--- config.mk ---
export PLATFORM = sky130hd
export DESIGN_NAME = id_ctrl_pipe
export DESIGN_NICKNAME = d
export VERILOG_FILES = /design/src/rtl/id_ctrl_pipe.sv
export SDC_FILE = /design/constraint.sdc
export NUM_CORES = 1
export LEC_CHECK = 0
export ABC_CLOCK_PERIOD_IN_PS = 4930
export CAP_MARGIN = 30
export CORE_UTILIZATION = 39
export DETAILED_ROUTE_END_ITERATION = 8
export PLACE_DENSITY = 0.84
export SLEW_MARGIN = 0
export SYNTH_ARGS = -nofsm -noshare
export SYNTH_HDL_FRONTEND = slang
export SYNTH_SLANG_ARGS = --single-unit
export TNS_END_PERCENT = 10
--- constraint.sdc ---
create_clock -name clk -period 4.93 [get_ports clk]
set_input_delay 0.986 -clock clk [delete_from_list [all_inputs] [get_ports clk]]
set_output_delay 0.986 -clock clk [all_outputs]
set_load 0.05 [all_outputs]
--- src/rtl/id_ctrl_pipe.sv ---
// ---------------------------------------------------------------------------
// id_ctrl_pipe -- ID-stage control for the 5-stage RV32 pipeline.
//
// Decodes the ID instruction opcode into EX/MEM/WB controls. It detects
// load-use hazards against the instruction currently in ID/EX, and holds the
// registered ID/EX control pipeline register.
//
// Ports:
//   clk           rising-edge clock
//   rst           synchronous active-high reset
//   instr_valid   ID instruction is real (not a bubble)
//   instr[31:0]   ID-stage instruction
//   flush         branch/jump redirect, kills the ID instruction
//   ex_alu_op     10 R-type, 01 BEQ, 00 add
//   ex_alu_src    1 selects the immediate
//   ex_branch     BEQ
//   ex_jump       JAL/JALR
//   ex_mem_read   load
//   ex_mem_write  store
//   ex_reg_write  writes rd
//   ex_wb_sel     00 ALU, 01 memory, 10 PC+4
//   ex_rd/rs1/rs2 registered instr[11:7], [19:15], [24:20]
//   ex_valid      ID/EX holds a real instruction
//   ex_illegal    ID/EX holds an undecodable instruction
//   stall         combinational load-use stall
//   pc_write      ~stall, to IF
//   if_id_write   ~stall, to IF/ID
// ---------------------------------------------------------------------------
module id_ctrl_pipe #(
  parameter int REG_ADDR_W = 5,
  parameter int LOAD_LAT   = 1,
  parameter int EN_JUMP    = 1,
  parameter int EN_LUI     = 1
) (
  input  logic                  clk,
  input  logic                  rst,
  input  logic                  instr_valid,
  input  logic [31:0]           instr,
  input  logic                  flush,
  output logic [1:0]            ex_alu_op,
  output logic                  ex_alu_src,
  output logic                  ex_branch,
  output logic                  ex_jump,
  output logic                  ex_mem_read,
  output logic                  ex_mem_write,
  output logic                  ex_reg_write,
  output logic [1:0]            ex_wb_sel,
  output logic [REG_ADDR_W-1:0] ex_rd,
  output logic [REG_ADDR_W-1:0] ex_rs1,
  output logic [REG_ADDR_W-1:0] ex_rs2,
  output logic                  ex_valid,
  output logic                  ex_illegal,
  output logic                  stall,
  output logic                  pc_write,
  output logic                  if_id_write
);

  localparam int CNT_W = $clog2(LOAD_LAT + 1);

  localparam logic [6:0] OP_R    = 7'b0110011;
  localparam logic [6:0] OP_LW   = 7'b0000011;
  localparam logic [6:0] OP_SW   = 7'b0100011;
  localparam logic [6:0] OP_BEQ  = 7'b1100011;
  localparam logic [6:0] OP_ADDI = 7'b0010011;
  localparam logic [6:0] OP_LUI  = 7'b0110111;
  localparam logic [6:0] OP_JAL  = 7'b1101111;
  localparam logic [6:0] OP_JALR = 7'b1100111;

  typedef struct packed {
    logic [1:0] alu_op;
    logic       alu_src;
    logic       branch;
    logic       jump;
    logic       mem_read;
    logic       mem_write;
    logic       reg_write;
    logic [1:0] wb_sel;
  } ctrl_t;

  typedef struct packed {
    ctrl_t                 ctrl;
    logic [REG_ADDR_W-1:0] rd;
    logic [REG_ADDR_W-1:0] rs1;
    logic [REG_ADDR_W-1:0] rs2;
    logic                  valid;
    logic                  illegal;
  } idex_t;

  ctrl_t                 dec;
  logic                  illegal;
  logic                  use_rs1;
  logic                  use_rs2;
  logic [REG_ADDR_W-1:0] id_rd;
  logic [REG_ADDR_W-1:0] id_rs1;
  logic [REG_ADDR_W-1:0] id_rs2;
  logic                  hazard;
  logic                  cnt_busy;
  logic [CNT_W-1:0]      cnt;
  idex_t                 idex;

  // funct3/funct7 do not affect control here; fold them into a sink.
  logic unused_bits;
  assign unused_bits = ^{instr[31:25], instr[14:12]};

  assign id_rd  = REG_ADDR_W'(instr[11:7]);
  assign id_rs1 = REG_ADDR_W'(instr[19:15]);
  assign id_rs2 = REG_ADDR_W'(instr[24:20]);

  // Opcode decode.
  always_comb begin
    // NOTE: every output of this block gets a default before the case so no
    // path can leave one unassigned and infer a latch.
    dec     = '0;
    illegal = 1'b0;
    use_rs1 = 1'b0;
    use_rs2 = 1'b0;
    unique case (instr[6:0])
      OP_R: begin
        dec.alu_op    = 2'b10;
        dec.reg_write = 1'b1;
        use_rs1       = 1'b1;
        use_rs2       = 1'b1;
      end
      OP_LW: begin
        dec.alu_src   = 1'b1;
        dec.mem_read  = 1'b1;
        dec.reg_write = 1'b1;
        dec.wb_sel    = 2'b01;
        use_rs1       = 1'b1;
      end
      OP_SW: begin
        dec.alu_src   = 1'b1;
        dec.mem_write = 1'b1;
        use_rs1       = 1'b1;
        use_rs2       = 1'b1;
      end
      OP_BEQ: begin
        dec.alu_op = 2'b01;
        dec.branch = 1'b1;
        use_rs1    = 1'b1;
        use_rs2    = 1'b1;
      end
      OP_ADDI: begin
        dec.alu_src   = 1'b1;
        dec.reg_write = 1'b1;
        use_rs1       = 1'b1;
      end
      OP_LUI: begin
        if (EN_LUI != 0) begin
          dec.alu_src   = 1'b1;
          dec.reg_write = 1'b1;
        end else begin
          illegal = 1'b1;
        end
      end
      OP_JAL: begin
        if (EN_JUMP != 0) begin
          dec.jump      = 1'b1;
          dec.reg_write = 1'b1;
          dec.wb_sel    = 2'b10;
        end else begin
          illegal = 1'b1;
        end
      end
      OP_JALR: begin
        if (EN_JUMP != 0) begin
          dec.jump      = 1'b1;
          dec.alu_src   = 1'b1;
          dec.reg_write = 1'b1;
          dec.wb_sel    = 2'b10;
          use_rs1       = 1'b1;
        end else begin
          illegal = 1'b1;
        end
      end
      default: illegal = 1'b1;
    endcase
  end

  // Load-use hazard: the load in EX cannot forward its data in time for a
  // dependent ID instruction. x0 never carries a dependency.
  assign hazard = instr_valid & idex.valid & idex.ctrl.mem_read &
                  (idex.rd != '0) &
                  ((use_rs1 & (id_rs1 == idex.rd)) |
                   (use_rs2 & (id_rs2 == idex.rd)));

  // cnt holds the remaining stall cycles after the first one, so a hazard
  // seen with cnt==0 already stalls in that same cycle.
  assign cnt_busy    = (cnt != '0);
  assign stall       = ~flush & (cnt_busy | hazard);
  assign pc_write    = ~stall;
  assign if_id_write = ~stall;

  // ID/EX register and stall counter.
  always_ff @(posedge clk) begin
    // NOTE: state is updated with non-blocking assignments so every register
    // samples pre-edge values regardless of statement order.
    if (rst) begin
      idex <= '0;
      cnt  <= '0;
    end else if (flush) begin
      idex <= '0;
      cnt  <= '0;
    end else if (stall) begin
      idex <= '0;
      if (cnt_busy) cnt <= cnt - CNT_W'(1);
      else          cnt <= CNT_W'(LOAD_LAT - 1);
    end else begin
      idex.ctrl    <= instr_valid ? dec : '0;
      idex.rd      <= id_rd;
      idex.rs1     <= id_rs1;
      idex.rs2     <= id_rs2;
      idex.valid   <= instr_valid;
      idex.illegal <= illegal & instr_valid;
    end
  end

  assign ex_alu_op    = idex.ctrl.alu_op;
  assign ex_alu_src   = idex.ctrl.alu_src;
  assign ex_branch    = idex.ctrl.branch;
  assign ex_jump      = idex.ctrl.jump;
  assign ex_mem_read  = idex.ctrl.mem_read;
  assign ex_mem_write = idex.ctrl.mem_write;
  assign ex_reg_write = idex.ctrl.reg_write;
  assign ex_wb_sel    = idex.ctrl.wb_sel;
  assign ex_rd        = idex.rd;
  assign ex_rs1       = idex.rs1;
  assign ex_rs2       = idex.rs2;
  assign ex_valid     = idex.valid;
  assign ex_illegal   = idex.illegal;

endmodule

==> flow_metrics.tcl <==
set metrics [dict create \
    ys_types 32 \
    r2r_end "ex_mem_write$_SDFF_PP0_" \
    p_per_area_nw_per_um2 240 \
    synthAdderAreaFrac 0 \
    critPathArrivalTime_ns 3.33 \
    clk_latency_ns 0.32 \
    synth_top_family_by_area "simple AND/OR/NAND/NOR gates" \
    route.detailed.wl_per_inst_um 13.3 \
    cts_setup_buffers 0 \
    max_cap_violations 0 \
    relSlewSlack 0.489 \
    die_w_um 54.9 \
    finalCritPeriodShare 0.876 \
    vias_per_cell 5.25 \
    synth-main-ff-cell "dfxtp_1" \
    end_kind "output pin" \
    cp-start-kind "primary input" \
    fin_skew_ns 0.000880 \
    layout-area-overhead-vs-synth_pct 53.2 \
    r2r_slack_ns 3.15 \
    holdPathStages 5 \
    grtUsageTotal 0.190 \
    drtAntennaViolNets 0 \
    die_area_um2 3010 \
    clk_pin_slew_ns 0.13 \
    antenna_found_initial 0 \
    layout-drive-gt1-share 0.0559 \
    fin_total_pwr_mw 0.401 \
    num_io_pins 66 \
    synth_warnings 0 \
    synth_enable_flop_cells 0 \
    die_h_um 54.9 \
    drtIter0Drc 27 \
    fin_setup_tns_ns 0 \
    holdWs_ns 0.980 \
    ys_seq_area_frac 0.495 \
    postSynthAreaPerCell_um2 10.2 \
    p_leak_nw 0.646 \
    start_util 0.425 \
    synth_compound_area_frac 0.0768 \
    hp-start "ex_valid$_SDFF_PP0_" \
    min_period_ns 4.32 \
    gr-total-overflow 0 \
    syn_inst 107 \
    synthMuxAreaShare 0 \
    min_to "ex_mem_read$_SDFF_PP0_" \
    clk_path_buf_depth 2 \
    rsz0062_at_grt "no" \
    routed_wl_um 2530 \
    dr.pass1.iters 4 \
    core-area_um2 2570 \
    cts_tree "built" \
    grt_first_pass_wirelength_um 3960 \
    required_ns 3.94 \
    setup_viol 0 \
    gp_congestion 0.833 \
    syn_area_um2 1090 \
    peakVddDrop_uv 214 \
    hold_buffers 0 \
    cts_resized 0 \
    path_class "in -> out" \
    nets 198 \
    hpwl_um 1970 \
    async_flop_share 0 \
    fmax_ghz 0.231 \
    htreeDepth 1 \
    vias 1003 \
    hold_class "reg -> reg" \
    diodes 0 \
    r2r-start "ex_rd[1]$_SDFF_PP0_" \
    synth_fp_nets 143 \
    cts-buffers-inserted 3 \
    synthXorXnorAreaFrac 0.0883 \
    worstMarginPinSlew_ns 0.763 \
    outcome "finished clean" \
    drc 0 \
    port_buffers 55 \
    grt_max_degree 27 \
    slew_viol_final 0 \
    std_cell_rows 18 \
    hold_viol 0 \
    cp_max_fo 7 \
    cts.sinks 27 \
    synth-simple-area-share 0.302 \
    r2r_cells 4 \
    root_buffer "clkbuf_4" \
    grt_pass1_vias 896 \
    synth_seq_cells 27 \
]
[flip-flops by register name, indices dropped and copies added (netlist names)]
name,cells
ex_mem_read,1
ex_alu_src,1
ex_rs1,5
ex_rs2,5
ex_branch,1
ex_mem_write,1
ex_reg_write,1
ex_jump,1
ex_illegal,1
ex_rd,5
ex_wb_sel,2
ex_alu_op,2
ex_valid,1
[metal layers]
metal  up-vias  track usage  wire, um
met5         -            0         0
met4         0        0.125        74
met3         7       0.0328       182
met2        57        0.319      1260
met1       451        0.220      1020
li1        488            -         -
[synth_stat cells, types with 2 or more instances]
library cell  number  area [um^2]
nand3_1            2         10.0
nor2_1             7         26.3
nor3_1             2         10.0
and3_1            18          113
buf_6              2         22.5
dfxtp_1           27          541
nand3b_1           2         15.0
and2_1             2         12.5
clkbuf_1           2         7.51
o21ai_1            2         10.0
xnor2_1           10         87.6
nor4b_1            5         43.8
nand2_1            6         22.5
nand4_1            2         12.5
[worst max path at each step]
stage             start           to  slack, ns  cells after the start
3_3_place_gp   instr[2]  if_id_write       0.65                      7
6_report       instr[2]  if_id_write       0.61                      7
3_5_place_dp   instr[2]  if_id_write       0.63                      7
5_1_grt        instr[2]  if_id_write       0.51                      7
4_1_cts        instr[2]  if_id_write       0.62                      7
2_1_floorplan  instr[3]        stall       1.34                      6
[layout by cell type (no fill, tap or decap), drive strengths merged, types with 2 or more instances in the layout]
cell type      Yosys  final
clkdlybuf4s50      0     55
dfxtp             27     27
and3              18     18
xnor2             10     10
nor2               7      7
nand2              6      6
nor4b              5      5
clkbuf             2      4
o21ai              3      3
nand3              2      2
nor3               2      2
nand4              2      2
nand3b             2      2
and2               2      2
or2                2      2
[critical path, stage by stage]
cell and delay (ns):
clkdlybuf4s50_1 0.52, and4bb_1 0.36, nand4_1 0.13, o22ai_2 0.24, o2111ai_4 0.15, or2_1 0.25, clkdlybuf4s50_1 0.70
[cell type report]
type                       count  area [um^2]
fill                         219          896
timing repair buffer          56          558
sequential                    27          541
multi-input combinational     74          509
tap                           30         37.5
clock buffer                   4         26.3
[stage by stage]
| stage | cells | worst slack [ns] | util | cell area [um^2] |
|---|---|---|---|---|
| final | 191 | 0.610 | 0.651 | 1670 |
| after global routing | 191 | 0.505 | 0.651 | 1670 |
| after CTS | 191 | 0.623 | 0.651 | 1670 |
| after detailed placement | 187 | 0.625 | 0.641 | 1650 |
| after global placement | 187 | 0.650 | 0.641 | 1650 |
| after floorplan | 107 | 1.34 | - | 1090 |
[logic make-up after synthesis]
group / Yosys count
xor gates and xnor gates: 11
and+or+nand+nor: 54
DFF: 27
AOI/OAI and AO/OA: 9
buffers and inverters: 6
[report_power, final]
part | switching (mW) | leakage (nW) | internal [mW] | total (mW)
logic | 0.0424 | 0.411 | 0.0398 | 0.0821
clock network | 0.0594 | 0.0150 | 0.0317 | 0.0911
registers | 0.00349 | 0.220 | 0.224 | 0.227
No activity file was read; power rests on OpenSTA's default activity.
